**src/rtl/common_pkg.sv**
```systemverilog
// Project-wide shared constants used by datapath blocks.
package common_pkg;
  localparam int DEFAULT_D_W = 32;
endpackage

```
**src/rtl/mux.sv**
```systemverilog
// Generic N-way one-level data multiplexer indexed by a binary select.
module mux #(
  parameter int N = 4,
  parameter int W = 32
) (
  input  logic [$clog2(N)-1:0] sel,
  input  logic [N-1:0][W-1:0]  din,
  output logic [W-1:0]         dout
);
  localparam int L = $clog2(N);

  always_comb begin
    dout = '0;
    for (int k = 0; k < N; k++) begin
      if (sel == L'(k)) dout = din[k];
    end
  end
endmodule

```
**src/rtl/rr_arbiter.sv**
```systemverilog
// Round-robin arbiter: priority starts one past the last granted index and
// rotates only when the caller reports a completed transfer via advance.
module rr_arbiter #(
  parameter int N = 4,
  localparam int L = $clog2(N)
) (
  input  logic         clk,
  input  logic         rst_n,
  input  logic [N-1:0] req,
  input  logic         advance,
  output logic [N-1:0] grant_oh,
  output logic [L-1:0] grant_idx
);
  localparam logic [L:0] N_EXT = (L+1)'(N);

  logic [L-1:0] last_q;
  logic [L:0]   cand;
  logic         found;

  // Scan offsets 1..N from last_q; one extra bit keeps the wrap exact for non-power-of-2 N.
  always_comb begin
    grant_idx = '0;
    found     = 1'b0;
    cand      = '0;
    for (int i = 1; i <= N; i++) begin
      cand = {1'b0, last_q} + (L+1)'(i);
      if (cand >= N_EXT) cand = cand - N_EXT;
      if (!found && req[cand[L-1:0]]) begin
        found     = 1'b1;
        grant_idx = cand[L-1:0];
      end
    end
  end

  always_comb begin
    grant_oh = '0;
    if (found) grant_oh[grant_idx] = 1'b1;
  end

  always_ff @(posedge clk) begin
    if (!rst_n) last_q <= L'(N-1);
    else if (advance) last_q <= grant_idx;
  end
endmodule

```
**src/rtl/arb_mux.sv**
```systemverilog
// N-to-1 round-robin arbitrating mux with valid/ready handshakes.
// ARB_MUX_OUTPUT_REG_EN adds a one-beat output register; undefined gives a zero-latency path.
module arb_mux import common_pkg::*; #(
  parameter int N = 4,
  parameter int W = DEFAULT_D_W,
  localparam int L = $clog2(N)
) (
  input  logic                clk,
  input  logic                rst_n,
  input  logic [N-1:0]        i_valid,
  input  logic [N-1:0][W-1:0] i_data,
  output logic [N-1:0]        i_ready,
  output logic                o_valid,
  output logic [W-1:0]        o_data,
  output logic [L-1:0]        o_sel,
  input  logic                o_ready
);
  logic [N-1:0] grant_oh;
  logic [L-1:0] grant_idx;
  logic [W-1:0] mux_data;
  logic         accept;
  logic         advance;

  rr_arbiter #(.N(N)) u_arb (
    .clk       (clk),
    .rst_n     (rst_n),
    .req       (i_valid),
    .advance   (advance),
    .grant_oh  (grant_oh),
    .grant_idx (grant_idx)
  );

  mux #(.N(N), .W(W)) u_mux (
    .sel  (grant_idx),
    .din  (i_data),
    .dout (mux_data)
  );

  assign i_ready = grant_oh & {N{accept}};
  assign advance = |(i_valid & i_ready);

`ifdef ARB_MUX_OUTPUT_REG_EN
  logic         vld_q;
  logic [W-1:0] data_q;
  logic [L-1:0] sel_q;

  // Loading while the held beat drains keeps full throughput under continuous o_ready.
  assign accept = rst_n & (~vld_q | o_ready);

  always_ff @(posedge clk) begin
    if (!rst_n) begin
      vld_q  <= 1'b0;
      data_q <= '0;
      sel_q  <= '0;
    end else if (advance) begin
      vld_q  <= 1'b1;
      data_q <= mux_data;
      sel_q  <= grant_idx;
    end else if (o_ready) begin
      vld_q  <= 1'b0;
    end
  end

  assign o_valid = vld_q & rst_n;
  assign o_data  = data_q;
  assign o_sel   = sel_q;
`else
  assign accept  = rst_n & o_ready;
  assign o_valid = rst_n & (|i_valid);
  assign o_data  = mux_data;
  assign o_sel   = grant_idx;
`endif
endmodule

```
**config.mk**
```make
export PLATFORM = sky130hd
export DESIGN_NAME = arb_mux
export DESIGN_NICKNAME = d
export VERILOG_FILES = /design/src/rtl/common_pkg.sv /design/src/rtl/mux.sv /design/src/rtl/rr_arbiter.sv /design/src/rtl/arb_mux.sv
export SDC_FILE = /design/constraint.sdc
export NUM_CORES = 1
export LEC_CHECK = 0
export CAP_MARGIN = 20
export CORE_MARGIN = 4
export CORE_UTILIZATION = 25
export DETAILED_ROUTE_END_ITERATION = 10
export MAX_ROUTING_LAYER = met4
export PLACE_DENSITY = 0.95
export SLEW_MARGIN = 20
export SYNTH_ARGS = -nofsm -noshare
export SYNTH_HDL_FRONTEND = slang
export SYNTH_HIERARCHICAL = 1
export SYNTH_SLANG_ARGS = --single-unit
```
**constraint.sdc**
```tcl
create_clock -name clk -period 5.35 [get_ports clk]
set_clock_uncertainty 0.05 [all_clocks]
set_input_delay 0.8025 -clock clk [delete_from_list [all_inputs] [get_ports clk]]
set_output_delay 0.8025 -clock clk [all_outputs]
set_load 0.005 [all_outputs]
```
==> reports/metrics.cfg <==
[global_route]
grt_util_all_layers_pct = 21.8
grt_max_degree = 21
grt_pass1_wl_mm = 8.73
grt_pass1_vias = 1643
antenna_found_initial = 0
grt_overflow_total = 0

[logic_synthesis]
synth_top_cell_by_area = mux4_2
avgSynthCellArea_sq_um = 13.4
yosys_warnings = 6
ys_ff_latch = 2
synthAdderAreaFrac_pct = 0
synth.mux.area_fraction_pct = 65.9
synth-compound-area-share_pct = 11.9
ys_types = 27
syn_area_sq_um = 1130
synth-xor-area-share_pct = 0
yosysSeqAreaShare_pct = 3.55
synth_simple_gate_area_share_pct = 8.76
synth_area_leaders = mux4_2, buf_12, mux4_1
synthCells = 84
synth_top_family_by_area = multiplexers
syn-num-nets = 219
synth_top_cell_area_share_pct = 59.9

[power_and_ir_drop]
p_leak_nw = 1.06
power_frac_seq_pct = 4.3
vdd_drop_max_v = 0.0000862
pwr-share-clk_pct = 14.4
power_density_nw_per_um2 = 148
p_int_w = 0.000309
p_sw_w = 0.000120
power_frac_comb_pct = 81.3
swShare_pct = 28.0

[clock_tree]
htreeDepth = 1
cts-resized-gates = 0
clk_pin_slew_ns = 0.03
cts-root-buf = clkbuf_8
cts_tree = yes
cts_made_buffers = 3
post_cts_buffers = 0
clock-sinks = 2
clock_path_buffers = 2
clkLatencyLatePin_ns = 0.22
cts_hold_buf = 0

[setup_path]
r2r-start = u_arb/last_q[1]
worst-r2r-cell-count = 7
cp-start-kind = input port
ff2ff_setup_slack_ns = 3.05
slowest_stage = clkdlybuf4s50_1
path_class = input port to output pin
cpLargestDelayFamily = buffers and inverters
path_buf_inv = 3
cpPeakStageDelay_ns = 0.59
rr_endpoint = u_arb/last_q[0]
crit_fanout = 18
path_depth = 7
cpMostUsedCell = clkdlybuf4s50_1
path_cells = clkdlybuf4s50_1 -> and2b_4 -> a222oi_1 -> nand2_2 -> buf_4 -> mux4_2 -> clkdlybuf4s50_1
critPathCaptureType = output pin
cp.arrival_ns = 3.48
crit_required_ns = 4.50

[final_layout]
biggestRegsByFlops = u_arb/last_q x2
stdcell_count = 308
diodes = 0
drive_gt1_share_pct = 16.8
top_register = u_arb/last_q
seq_area_sq_um = 40.0
largest_reg_flops = 2
multi_input_area_sq_um = 981
nFillCells = 328
nets = 393
area_growth_pct = 157

[placement]
port_buffers = 173
place_congestion = 0.883
dp_hpwl_mm = 5.80
dp.cells = 305

[floorplanning]
core_sq_um = 4350
rows = 24
io_pins = 174
die-area_sq_um = 5650
initial_core_util_pct = 25.9
die_h_um = 75.2
fp.dieW_um = 75.2

[timing]
slew_headroom_pct = 65.1
tns_ns = 0
setup_viol = 0
rsz0062_at_grt = no
maxSlewViolCount = 0
max_freq_mhz = 231
hold_viol_final = 0
fin_crit_ns = 4.33
fin_crit_sh_pct = 80.9
tightest_slew_ns = 0.524

[detailed_routing]
ant_nets = 0
drc = 0
routedWlPerCell_um = 21.7
vias = 1603
drtIter0Drc = 38
wl_mm = 6.69
drtPass1Iterations = 4
viasPerCell = 5.20

[flow_run]
maxCapViolCount = 0

[min_path]
hp-start = u_arb/last_q[0]
min_path_cells = 3
hold_path_end = u_arb/last_q[0]
hold_class = flip-flop to flip-flop

[outcome]
status = finished clean

-- placed cells by master, fill, tap and decap left out, types with 3 or more instances in the layout --
master / synthesis / routed
a21oi_1: 4 / 4
a22oi_1: 3 / 3
and3_1: 4 / 4
buf_4: 0 / 4
clkbuf_8: 0 / 3
clkdlybuf4s50_1: 0 / 173
inv_1: 4 / 4
mux4_2: 30 / 30
nand2_1: 7 / 6
-- layer usage --
metal | GRT usage, % | vias to the layer above | part of all wire, %
met2 | 40.8 | 93 | 55
met4 | 6.80 | 0 | 2.2
met1 | 21.6 | 765 | 32
li1 | - | 729 | -
met3 | 6.01 | 16 | 11
met5 | - | - | 0
-- how the worst max path moves through the flow --
stage / startpoint / end / slack, ns
5_1_grt: i_valid[0] / o_data[3] / 0.84
6_report: i_valid[0] / o_data[3] / 1.02
2_1_floorplan: i_valid[0] / o_data[10] / 2.21
3_5_place_dp: i_valid[0] / o_data[3] / 1.01
4_1_cts: i_valid[0] / o_data[1] / 1.01
3_3_place_gp: i_valid[0] / o_data[18] / 1.07
-- tightest hold or removal path: stages (launching register included) --
cell,delay [ns]
dfxtp_1,0.33
inv_1,0.12
nand3_1,0.08
o2111ai_1,0.09
-- layout make-up --
class,instances,area share (%)
sequential,2,1.38
inverter,4,0.517
timing repair buffer,177,60.7
multi-input combinational,70,33.8
tap,52,2.24
clock buffer,3,1.42
-- Yosys cell counts --
library cell and instances:
mux4_2 30, nand2_1 7, a21oi_1 4, and3_1 4
inv_1 4, a22oi_1 3, buf_12 3, buf_2 3
buf_6 2, dfxtp_1 2, mux4_1 2, nand2b_1 2
nor2_1 2, nor2b_1 2, o21ai_0 2, a211oi_1 1
a222oi_1 1, a2bb2oi_1 1, a31o_2 1, a31oi_1 1
and2b_4 1, mux2_4 1, nand3_1 1, o2111ai_1 1
o221a_2 1, o311ai_0 1, o41a_1 1
-- power by group through the flow --
stage	sequential [W]	clock [W]	combinational, W
final	0.0000185	0.0000619	0.000349
after global placement	0.0000185	0	0.000343
after global routing	0.0000185	0.0000643	0.000369
after floorplan	0.0000170	0	0.000146
after CTS	0.0000183	0.0000635	0.000353
after detailed placement	0.0000185	0	0.000351
-- metrics by stage --
step                hold WS, ns  utilization (%)  setup slack [ns]  instance area [sq um]  total power, W
floorplan                 0.523                -              2.21                   1130        0.000163
finish                    0.614             66.7              1.02                   2900        0.000430
global placement          0.589             65.7              1.07                   2860        0.000362
global route              0.658             66.7             0.837                   2900        0.000452
detailed placement        0.589             65.7              1.01                   2860        0.000369
CTS                       0.598             66.7              1.01                   2900        0.000434
-- cell families after synthesis --
kind of cell / count (synthesis)
muxes: 33
and+or+nand+nor: 19
AOI/OAI and AO/OA: 18
buffers and inverters: 12
DFF: 2
Note: power is estimated with default switching activity, not from simulation.
